===== config.mk =====
export PLATFORM = sky130hd
export DESIGN_NAME = mdio_mgmt_ctrl
export DESIGN_NICKNAME = d
export VERILOG_FILES = /design/src/rtl/mdio_mgmt_ctrl.sv
export SDC_FILE = /design/constraint.sdc
export NUM_CORES = 1
export LEC_CHECK = 0
export ABC_AREA = 1
export CORE_MARGIN = 2
export CORE_UTILIZATION = 45
export CTS_CLUSTER_DIAMETER = 120
export DETAILED_ROUTE_END_ITERATION = 6
export PLACE_DENSITY = 0.7
export SLEW_MARGIN = 20
export SYNTH_ARGS = -nofsm -noshare
export SYNTH_HDL_FRONTEND = slang
export SYNTH_SLANG_ARGS = --single-unit

===== constraint.sdc =====
create_clock -name CLK -period 2.2 [get_ports CLK]
set_clock_uncertainty 0.1 [all_clocks]
set_input_delay 0.22 -clock CLK [delete_from_list [all_inputs] [get_ports CLK]]
set_output_delay 0.22 -clock CLK [all_outputs]
set_load 0.1 [all_outputs]

===== src/rtl/mdio_mgmt_ctrl.sv =====
// mdio_mgmt_ctrl: clause-22 MDIO station-management controller.
// Two host request ports share one MDIO bus through a round-robin arbiter.
// MDC is divided down from CLK. Write frames are fully driven. For read
// frames the bus is released from TA onwards, and the PHY's 16-bit reply is
// shifted in on MDC rising edges.
//
// Ports:
//   CLK, reset                     system clock, async active-low reset
//   REQn_VALID/RW/PHY/REG/WDATA    host request n (n = 0, 1); fields held until READY
//   REQn_READY                     one-CLK grant pulse
//   RSPn_VALID, RSPn_RDATA         one-CLK completion pulse and read data (0 for writes)
//   MDC, MDIO_OUT, MDIO_OE         management clock and serial bus drive
//   MDIO_IN                        serial data returned by the PHY
//   BUSY                           frame in progress
module mdio_mgmt_ctrl #(
    parameter int DIV_HALF     = 2,
    parameter int PREAMBLE_LEN = 32
) (
    input  logic        CLK,
    input  logic        reset,
    input  logic        REQ0_VALID,
    input  logic        REQ0_RW,
    input  logic [4:0]  REQ0_PHY,
    input  logic [4:0]  REQ0_REG,
    input  logic [15:0] REQ0_WDATA,
    output logic        REQ0_READY,
    output logic        RSP0_VALID,
    output logic [15:0] RSP0_RDATA,
    input  logic        REQ1_VALID,
    input  logic        REQ1_RW,
    input  logic [4:0]  REQ1_PHY,
    input  logic [4:0]  REQ1_REG,
    input  logic [15:0] REQ1_WDATA,
    output logic        REQ1_READY,
    output logic        RSP1_VALID,
    output logic [15:0] RSP1_RDATA,
    output logic        MDC,
    output logic        MDIO_OUT,
    output logic        MDIO_OE,
    input  logic        MDIO_IN,
    output logic        BUSY
);
    localparam int DW = (DIV_HALF > 1) ? $clog2(DIV_HALF) : 1;
    localparam logic [DW-1:0] DIV_LAST = DW'(DIV_HALF - 1);
    localparam logic [15:0]   PRE_LAST = (PREAMBLE_LEN > 0) ? 16'(PREAMBLE_LEN - 1) : 16'd0;

    typedef enum logic [2:0] {S_IDLE, S_PRE, S_HDR, S_TA, S_DATA} state_t;

    state_t        state_q;
    logic [DW-1:0] div_q;
    logic          mdc_q;
    logic [15:0]   cnt_q;      // bits already completed in the current state
    logic [31:0]   frame_q;    // remaining ST..DATA bits, next bit at [31]
    logic          rw_q;
    logic          port_q;
    logic          last_q;     // last granted port; 1 after reset so port 0 wins first
    logic [15:0]   rsh_q;      // read shift register
    logic          out_q, oe_q, busy_q;
    logic          rdy0_q, rdy1_q, rv0_q, rv1_q;
    logic [15:0]   rd0_q, rd1_q;

    logic        wrap, fall_tick, rise_tick, free_slot, start, gnt1;
    logic [31:0] new_frame;

    always_comb begin
        wrap      = (div_q == DIV_LAST);
        fall_tick = wrap & mdc_q;
        rise_tick = wrap & ~mdc_q;
        // The completion fall tick is also a legal grant point, so frames
        // can follow each other with no idle bit.
        free_slot = (state_q == S_IDLE) || (state_q == S_DATA && cnt_q == 16'd15);
        start     = fall_tick & free_slot & (REQ0_VALID | REQ1_VALID);
        gnt1      = REQ1_VALID & (~REQ0_VALID | ~last_q);
        if (gnt1)
            new_frame = {2'b01, (REQ1_RW ? 2'b01 : 2'b10), REQ1_PHY, REQ1_REG, 2'b10, REQ1_WDATA};
        else
            new_frame = {2'b01, (REQ0_RW ? 2'b01 : 2'b10), REQ0_PHY, REQ0_REG, 2'b10, REQ0_WDATA};
    end

    always_ff @(posedge CLK or negedge reset) begin
        if (!reset) begin
            state_q <= S_IDLE;
            div_q   <= '0;
            mdc_q   <= 1'b0;
            cnt_q   <= '0;
            frame_q <= '0;
            rw_q    <= 1'b0;
            port_q  <= 1'b0;
            last_q  <= 1'b1;
            rsh_q   <= '0;
            out_q   <= 1'b0;
            oe_q    <= 1'b0;
            busy_q  <= 1'b0;
            rdy0_q  <= 1'b0;
            rdy1_q  <= 1'b0;
            rv0_q   <= 1'b0;
            rv1_q   <= 1'b0;
            rd0_q   <= '0;
            rd1_q   <= '0;
        end else begin
            rdy0_q <= 1'b0;
            rdy1_q <= 1'b0;
            rv0_q  <= 1'b0;
            rv1_q  <= 1'b0;
            div_q  <= wrap ? '0 : div_q + 1'b1;
            if (wrap)
                mdc_q <= ~mdc_q;
            if (rise_tick && state_q == S_DATA && !rw_q)
                rsh_q <= {rsh_q[14:0], MDIO_IN};

            if (fall_tick) begin
                case (state_q)
                    S_PRE: begin
                        if (cnt_q == PRE_LAST) begin
                            state_q <= S_HDR;
                            cnt_q   <= '0;
                            out_q   <= frame_q[31];
                            frame_q <= {frame_q[30:0], 1'b0};
                        end else begin
                            cnt_q <= cnt_q + 1'b1;
                        end
                    end
                    S_HDR: begin
                        if (cnt_q == 16'd13) begin
                            state_q <= S_TA;
                            cnt_q   <= '0;
                        end else begin
                            cnt_q <= cnt_q + 1'b1;
                        end
                        // Header bits are always driven; at the TA boundary a
                        // read hands the bus to the PHY.
                        if (cnt_q != 16'd13 || rw_q) begin
                            out_q   <= frame_q[31];
                            frame_q <= {frame_q[30:0], 1'b0};
                        end else begin
                            out_q <= 1'b0;
                            oe_q  <= 1'b0;
                        end
                    end
                    S_TA, S_DATA: begin
                        if (state_q == S_DATA && cnt_q == 16'd15) begin
                            state_q <= S_IDLE;
                            cnt_q   <= '0;
                            out_q   <= 1'b0;
                            oe_q    <= 1'b0;
                            busy_q  <= 1'b0;
                            if (port_q) begin
                                rv1_q <= 1'b1;
                                rd1_q <= rw_q ? 16'd0 : rsh_q;
                            end else begin
                                rv0_q <= 1'b1;
                                rd0_q <= rw_q ? 16'd0 : rsh_q;
                            end
                        end else begin
                            if (state_q == S_TA && cnt_q == 16'd1) begin
                                state_q <= S_DATA;
                                cnt_q   <= '0;
                            end else begin
                                cnt_q <= cnt_q + 1'b1;
                            end
                            if (rw_q) begin
                                out_q   <= frame_q[31];
                                frame_q <= {frame_q[30:0], 1'b0};
                            end else begin
                                out_q <= 1'b0;
                                oe_q  <= 1'b0;
                            end
                        end
                    end
                    default: state_q <= S_IDLE;
                endcase

                // A grant overrides the completion's return to idle.
                if (start) begin
                    port_q <= gnt1;
                    last_q <= gnt1;
                    rw_q   <= gnt1 ? REQ1_RW : REQ0_RW;
                    rdy0_q <= ~gnt1;
                    rdy1_q <= gnt1;
                    busy_q <= 1'b1;
                    oe_q   <= 1'b1;
                    cnt_q  <= '0;
                    if (PREAMBLE_LEN > 0) begin
                        state_q <= S_PRE;
                        out_q   <= 1'b1;
                        frame_q <= new_frame;
                    end else begin
                        state_q <= S_HDR;
                        out_q   <= new_frame[31];
                        frame_q <= {new_frame[30:0], 1'b0};
                    end
                end
            end
        end
    end

    assign MDC        = mdc_q;
    assign MDIO_OUT   = out_q;
    assign MDIO_OE    = oe_q;
    assign BUSY       = busy_q;
    assign REQ0_READY = rdy0_q;
    assign REQ1_READY = rdy1_q;
    assign RSP0_VALID = rv0_q;
    assign RSP1_VALID = rv1_q;
    assign RSP0_RDATA = rd0_q;
    assign RSP1_RDATA = rd1_q;
endmodule


==> qor.csv, run 1 <==
metric;value;unit
synth_ff_type;dfrtp_1;
post-route-cell-area;7200;um2
gr-total-overflow;0;
fin_nets;902;
route.met2.wl;6510;um
dr.max_layer_used;met4;
dr.pass1.iters;6;
arrival;2.19;ns
path_buf_inv;2;
power.density;533;nW/um2
p_leak;3.69;nW
post-route-min-period;2.05;ns
relSlewSlack;63.6;%
clk_pin_slew;0.07;ns
wl_met1;6760;um
postSynthAreaPerCell;7.69;um2
hold_viol;0;
cts_tree;yes;
io_pins;99;
tightest_slew;0.547;ns
async_flop_share;100;%
syn_to_final_growth;26.9;%
grt_usage;21.2;%
grt_start_max_net_pins;72;
core_area;12500;um2
cpLargestDelayFamily;simple AND/OR/NAND/NOR gates;
fin_setup_tns;0;ns
regArea;2780;um2
ys_types;30;
port_buffers;98;
place_area;6840;um2
cp-start-kind;flip-flop;
syn_area;5670;um2
synth_seq_area_share;49.0;%
clk_path_buf_depth;2;
grt_pass1_vias;4691;
h-tree-depth;3;
synth_area_leaders;dfrtp_1 49%, nand2_1 20%, nand3_1 8.6%;
dp_hpwl;9820;um
vias;5138;
slowest_delay;0.40;ns
syn_nets;799;
multi_input_area;2600;um2
hold_class;in2async;
die_w;116;um
wirelength;14000;um
drive_gt1_share;14.9;%
drv_cap;0;
cts.sinks;111;
n_antenna_cell;0;
netlist_instances;738;
synth_seq_cells;111;
yosysMostFrequentCell;nand2_1;
fill_cells;1136;
wire_per_inst;13.8;um
path_class;reg2reg;
cts-buffers-inserted;9;
grt_pass1_wl;22900;um
yosysWarnings;0;
wl_met3;588;um
synth_area_leader_cell;dfrtp_1;
die-area;13500;um2
antenna_found_initial;0;
synth_top_area_share;48.5;%
drt-initial-drc-count;418;
routed_via_density;5.05;
path_max_fanout;15;
timing.final.crit_share;93.3;%
outcome;complete, no violations;
maxSlewViolCount;0;
critPathSlowestCell;dfrtp_1;
synth_commonest_cells;308 x nand2_1, 110 x dfrtp_1, 97 x nand3_1;
root_buffer;clkbuf_16;
start_util;45.5;%
place.gp.congestion;0.976;
die_y;116;um
clock_latency;0.35;ns
cp-end-kind;flip-flop;
cp_cell_sequence;buf_4, ha_2, nand3_1, nor2_1, nand2_1, nor3_2, nor2_2, nand2_4, nand2_4, buf_12, nand2_1, nand2_1;
worstPathRequired;2.34;ns
synth_edf_count;0;
drc_errors;0;
ir_drop;0.442;mV
ant_nets;0;
setup_violations;0;
timing.critical_path.mode_cell;nand2_1;
fmax;0.487;GHz
rows;41;
-- cells by family after synthesis --
| family | synth area share, % |
|---|---|
| and+or+nand+nor | 35.7 |
| DFF | 49.0 |
| buffers and inverters | 5.58 |
| AOI/OAI and AO/OA | 4.81 |
| muxes | 3.57 |
| xor gates and xnor gates | 0.926 |
| adders and majority gates | 0.441 |
-- cell type report --
type                       instances  area share (%)
sequential                       111            38.6
multi-input combinational        556            36.1
timing repair buffer             128            16.5
clock buffer                      11            3.23
tap                              172            2.99
inverter                          35            1.84
clock inverter                     5           0.747
-- worst register-to-register path, delay by kind of cell (launching register included) --
family        cells  cell delay, ns
buf+inv           2            0.33
flops             1            0.40
simple gates      9            0.91
fa+ha+maj         1            0.20
-- cells in the final DEF (no fill, tap or decap), drive strengths merged --
master	count
a21oi	3
or2	3
a21boi	1
nand4	10
clkinv	5
clkdlybuf4s50	57
xnor2	1
dfrtp	110
dfstp	1
inv	35
ha	2
nand2	314
nor2	43
clkbuf	12
nand3b	1
dlygate4sd3	1
buf	69
o21ai	50
nand3	97
nor3	8
mux2	18
xor2	5
-- per-layer routing --
metal | vias to the layer above | global-route usage [%]
met5 | - | 0
met2 | 95 | 32.5
met4 | 0 | 6.03
met3 | 15 | 4.93
met1 | 2451 | 30.4
li1 | 2577 | -
-- state kept, by name (all words and copies together) (netlist names) --
signal	cells
cnt_q	16
RSP1_RDATA	16
RSP0_VALID	1
rsh_q	16
frame_q	32
last_q	1
RSP0_RDATA	16
MDIO_OUT	1
BUSY	1
state_q	3
MDIO_OE	1
REQ0_READY	1
rw_q	1
div_q	1
MDC	1
port_q	1
RSP1_VALID	1
REQ1_READY	1
-- power breakdown --
group / switching (mW) / leakage (nW) / internal (mW)
sequential: 0.000634 / 1.47 / 2.04
clock: 0.783 / 0.139 / 0.797
combinational: 0.0956 / 2.07 / 0.121
total: 0.880 / 3.69 / 2.96
-- through the flow --
stage | util [%] | hold WS (ns) | setup slack, ns | power, mW | std cells
6_report | 57.8 | 0.348 | 0.147 | 3.84 | 1018
5_1_grt | 57.8 | 0.396 | -0.000369 | 4.00 | 1018
4_1_cts | 57.3 | 0.359 | 0.0477 | 3.89 | 1015
3_5_place_dp | 54.9 | 0.167 | 0.0694 | 2.30 | 998
3_3_place_gp | 54.9 | 0.166 | 0.114 | 2.30 | 998
2_1_floorplan | - | -0.176 | 0.00841 | 2.13 | 738
-- final timing paths --
path | startpoint | end | cells after the start | slack [ns]
max in group asynchronous | reset | frame_q[14] | 3 | 1.17
min | reset | RSP1_RDATA[0] | 3 | 0.35
max reg2reg | cnt_q[0] | frame_q[17] | 12 | 0.15
min reg2reg | div_q | div_q | 1 | 0.37
max | cnt_q[0] | frame_q[17] | 12 | 0.15
min in group CLK | div_q | div_q | 1 | 0.37
-- what timing repair did --
action                                  4_1_cts  5_1_grt
hold endpoints to repair                    110        0
hold buffers                                  1        0
endpoints found under the setup margin        0       36
buffers inserted                              0        2
gates resized for setup                       0        6
Note: power is estimated with default switching activity, not from simulation.
==> run 2: changes to the inputs <==
--- a/config.mk
+++ b/config.mk
@@ -12,3 +12,4 @@
 export DETAILED_ROUTE_END_ITERATION = 6
-export PLACE_DENSITY = 0.7
+export PLACE_DENSITY_LB_ADDON = 0.12
+export SKIP_CTS_REPAIR_TIMING = 1
 export SLEW_MARGIN = 20
--- a/constraint.sdc
+++ b/constraint.sdc
@@ -4,2 +4,2 @@
 set_output_delay 0.22 -clock CLK [all_outputs]
-set_load 0.1 [all_outputs]
+set_load 0.02 [all_outputs]
==> run 2 against run 1 <==
Setup slack got worse by 0.016 ns. Largest cell class unchanged. Critical path depth stayed put. Highest routed layer unchanged. Final area up 0.99%. Utilization is 0.57 points higher. Global-route usage hardly changed. Clock-buffer cell count down 2. Power increased by 0.96%. Die area unchanged. Maximum frequency is 0.76% lower. Sequential power hardly changed.
==> qor.csv, run 2 (synthesis results as in run 1) <==
metric;value;unit;change
grt_pass1_wl;22800;um;-0.42%
arrival;2.21;ns;+0.02 ns
routed_via_density;5.07;;+0.36%
post-route-cell-area;7270;um2;+0.99%
p_leak;3.60;nW;-2.4%
io_pins;99;;unchanged
die_y;116;um;unchanged
tightest_slew;0.663;ns;+0.116 ns
fin_util;58.3;%;+0.57 points
die_w;116;um;unchanged
cts-buffers-inserted;9;;unchanged
hold_viol;0;;unchanged
dr.pass1.iters;6;;unchanged
finalPower;3.87;mW;+0.96%
cp-start-kind;flip-flop;;
wire_per_inst;13.8;um;+0.18%
rr_endpoint;frame_q[15];;
worstPathRequired;2.35;ns;about the same
fin_hold_ws;0.222;ns;-0.126 ns
clk_pin_slew;0.07;ns;about the same
place_area;6920;um2;+1.1%
layout_setup_ws;0.131;ns;-0.0157 ns
wirelength;14000;um;-0.31%
hold_class;in2async;;
core_area;12500;um2;unchanged
root_buffer;clkbuf_16;;
port_buffers;98;;unchanged
gr-total-overflow;0;;unchanged
cpLargestDelayFamily;simple AND/OR/NAND/NOR gates;;
grt_usage;21.2;%;-0.047 points
place.gp.congestion;0.866;;-11%
slowest_delay;0.41;ns;about the same
crit_end;frame_q[15];;
path_buf_inv;2;;unchanged
syn_to_final_growth;28.2;%;
drt-initial-drc-count;324;;-22%
mostFrequentLayoutCells;307 x nand2_1, 110 x dfrtp_1, 97 x nand3_1, 97 x clkdlybuf4s50_1, 49 x o21ai_0;;
power.density;533;nW/um2;about the same
layout_commonest_cell;nand2_1;;
critPathSlowestCell;dfrtp_1;;
dp_cells;995;;-0.30%
maxSlewViolCount;0;;unchanged
grt_pass1_vias;4777;;+1.8%
path_max_fanout;29;;+14
largest_reg_flops;32;;unchanged
fin_setup_tns;0;ns;unchanged
dp_hpwl;9820;um;about the same
cp_cell_sequence;buf_4, ha_1, nand3_1, nor2_1, nand2_2, nor3_2, nor2_2, nand2_4, nand2_2, buf_12, nand2_1, nand2_1;;
rr_startpoint;cnt_q[0];;
rrSetupSlack;0.13;ns;-0.02 ns
cts.sinks;111;;unchanged
rsz0062_at_grt;false;;
largest_register;frame_q;;
drc_errors;0;;unchanged
fin_nets;897;;-0.55%
fin_cells;1013;;-0.49%
rr_worst_depth;12;;unchanged
post-route-min-period;2.07;ns;+0.0157 ns
relSlewSlack;55.7;%;-7.8 points
rows;41;;unchanged
crit_cells;12;;unchanged
die-area;13500;um2;unchanged
cts_tree;yes;;
cp-startpoint;cnt_q[0];;
clk_path_buf_depth;2;;unchanged
clock_latency;0.36;ns;about the same
ant_nets;0;;unchanged
ir_drop;0.350;mV;-21%
vias;5131;;-0.14%
place_ws;0.149;ns;+0.0793 ns
outcome;complete, no violations;;
path_class;reg2reg;;
start_util;45.5;%;unchanged
fmax;0.483;GHz;-0.76%
drive_gt1_share;9.87;%;-5.0 points
setup_violations;0;;unchanged
n_antenna_cell;0;;unchanged
h-tree-depth;3;;unchanged
cp-end-kind;flip-flop;;
drv_cap;0;;unchanged
timing.final.crit_share;94.0;%;+0.72 points
grt_start_max_net_pins;64;;-11%
antenna_found_initial;0;;unchanged
fill_cells;1179;;+3.8%
## run 2: cell types whose count changed in the layout (fill, tap and decap cells not counted), sizes merged
cell,delta
buf,-45
clkdlybuf4s50,+40
inv,+3
clkbuf,-2
clkinv,-1
## run 2: cell type report
class,count,area (um2),area share (%)
Clock inverter,7,70.1,0.964
Clock buffer,9,225,3.10
Tap cell,172,215,2.96
Sequential cell,111,2780,38.2
Timing Repair Buffer,123,1250,17.2
Inverter,35,134,1.84
Multi-Input combinational cell,556,2600,35.7
## run 2: power by group
group	internal, mW	total (mW)	switching, mW
logic	0.122	0.216	0.0942
registers	2.04	2.04	0.000760
clock network	0.803	1.62	0.814
## run 2: how the worst min path moves through the flow
stage	startpoint	end	slack, ns	depth (start not counted)
finish	reset	cnt_q[15]	0.22	2
detailed placement	reset	cnt_q[14]	0.06	1
CTS	reset	BUSY	-0.33	1
floorplan	reset	BUSY	-0.18	0
global placement	reset	cnt_q[14]	0.06	1
global route	reset	RSP1_RDATA[0]	0.26	2
## run 2: per-layer routing
layer  GRT usage (%)  wire (um)  up-vias
li1                -          -     2562
met1            29.0       6350     2422
met2            34.7       6770      134
met3            4.51        710       13
met4            5.08        159        0
met5               0          0        -
## run 2: worst register-to-register path: stages, from the launching register on
cell and delay [ns]:
dfrtp_1 0.41, buf_4 0.18, ha_1 0.21, nand3_1 0.09, nor2_1 0.15, nand2_2 0.12, nor3_2 0.15, nor2_2 0.09
nand2_4 0.11, nand2_2 0.07, buf_12 0.16, nand2_1 0.07, nand2_1 0.05
==> run 3: changes to the inputs <==
- GPL_ROUTABILITY_DRIVEN: not set -> 0
==> run 3 against run 2 <==
Sequential share of layout area down 0.25 points. Utilization up 0.39 points. Register-to-register slack lost 0.03 ns. Die area did not move. Power up 4.3%. Final area rose by 0.67%. Global-route usage shrank 0.73 points. Combinational power grew 3%. Flip-flop and latch count did not move. Maximum frequency is 1.4% lower. Highest routed layer unchanged.
==> qor.csv, run 3 (synthesis results as in run 1) <==
metric;value;unit;change
outcome;complete, no violations;;
cts-buffers-inserted;9;;unchanged
antenna_found_initial;0;;unchanged
cpLargestDelayFamily;simple AND/OR/NAND/NOR gates;;
largest_register;frame_q;;
cp_cell_sequence;buf_4, inv_1, ha_1, nand3_1, nor2_1, nand2_1, nor3_2, nor2_2, nand2_4, nand2_2, clkbuf_16, nand2_1, nand2_1;;
drv_cap;0;;unchanged
die_w;116;um;unchanged
p_leak;3.62;nW;+0.55%
ir_drop;0.395;mV;+13%
rows;41;;unchanged
timing.critical_path.mode_cell;nand2_1;;
clk_path_buf_depth;2;;unchanged
h-tree-depth;3;;unchanged
root_buffer;clkbuf_16;;
dp_cells;995;;unchanged
gr-total-overflow;0;;unchanged
fin_cells;1014;;+0.099%
hold_class;in2async;;
path_max_fanout;14;;-52%
fmax;0.476;GHz;-1.4%
rsz0062_at_grt;true;;
layout_setup_ws;0.101;ns;-0.0304 ns
timing.final.crit_share;95.4;%;+1.4 points
dp_hpwl;9490;um;-3.4%
n_antenna_cell;0;;unchanged
layout_commonest_cell;nand2_1;;
cp-end-kind;flip-flop;;
rrSetupSlack;0.10;ns;-0.03 ns
wire_per_inst;13.6;um;-1.8%
cts.sinks;111;;unchanged
arrival;2.25;ns;+0.04 ns
clk_pin_slew;0.09;ns;+0.02 ns
path_buf_inv;3;;+1
cts_tree;yes;;
drt-initial-drc-count;367;;+13%
die_y;116;um;unchanged
mostFrequentLayoutCells;307 x nand2_1, 110 x dfrtp_1, 97 x nand3_1, 97 x clkdlybuf4s50_1, 50 x o21ai_0;;
routed_via_density;5.07;;about the same
tightest_slew;0.641;ns;-0.0218 ns
fill_cells;1096;;-7.0%
setup_violations;0;;unchanged
fin_nets;898;;+0.11%
cp-start-kind;flip-flop;;
clock_latency;0.36;ns;about the same
wirelength;13800;um;-1.7%
syn_to_final_growth;29.0;%;
io_pins;99;;unchanged
hold_viol;0;;unchanged
drive_gt1_share;9.98;%;+0.11 points
largest_reg_flops;32;;unchanged
start_util;45.5;%;unchanged
relSlewSlack;57.2;%;+1.5 points
worstPathRequired;2.35;ns;about the same
post-route-min-period;2.10;ns;+0.0304 ns
dr.pass1.iters;4;;-2
fin_setup_tns;0;ns;unchanged
slowest_delay;0.41;ns;about the same
port_buffers;98;;unchanged
vias;5140;;+0.18%
grt_start_max_net_pins;42;;-34%
power.density;552;nW/um2;+3.6%
grt_pass1_wl;22100;um;-3.0%
ant_nets;0;;unchanged
critPathSlowestCell;dfrtp_1;;
die-area;13500;um2;unchanged
drc_errors;0;;unchanged
maxSlewViolCount;0;;unchanged
path_class;reg2reg;;
grt_usage;20.4;%;-0.73 points
core_area;12500;um2;unchanged
fin_util;58.7;%;+0.39 points
grt_pass1_vias;4714;;-1.3%
place_ws;0.127;ns;-0.0219 ns
[run 3: cell types whose count changed in the layout (fill, tap and decap cells not counted), sizes merged]
| cell | delta |
|---|---|
| clkinv | +1 |
| buf | +1 |
| inv | -1 |
[run 3: metal layers]
metal	global-route usage, %	vias to the layer above	part of all wire, %
met5	0	-	0
met4	6.27	0	1.3
met3	3.79	16	4.1
met2	32.9	110	49
met1	28.3	2454	46
li1	-	2560	-
[run 3: cell type report]
cell class / instances / area [um2] / share of cell area, %
clock buffers: 9 / 225 / 3.08
well taps: 172 / 215 / 2.94
multi-input cells: 556 / 2590 / 35.3
flip-flops and latches: 111 / 2780 / 38.0
clock inverters: 7 / 113 / 1.54
inverters: 35 / 134 / 1.83
repair buffers: 124 / 1270 / 17.3
[run 3: worst paths after layout]
kind	start	endpoint	depth (start not counted)
worst max-delay path	cnt_q[1]	frame_q[23]	13
worst min-delay path	reset	cnt_q[8]	2
worst max register to register	cnt_q[1]	frame_q[23]	13
worst min register to register	div_q	div_q	1
max in group asynchronous	reset	RSP0_VALID	3
min in group CLK	div_q	div_q	1
[run 3: through the flow]
step,hold WS [ns],total power [mW],cell area (um2)
after floorplan,-0.176,2.13,5670
after global placement,0.136,2.30,6930
after detailed placement,0.146,2.31,6930
after CTS,-0.245,4.09,7270
after global routing,0.339,4.18,7320
final,0.293,4.04,7320
[run 3: power breakdown]
| group | total (mW) | switching, mW | internal (mW) |
|---|---|---|---|
| sequential | 2.04 | 0.000640 | 2.04 |
| clock | 1.78 | 0.926 | 0.854 |
| combinational | 0.222 | 0.0964 | 0.125 |
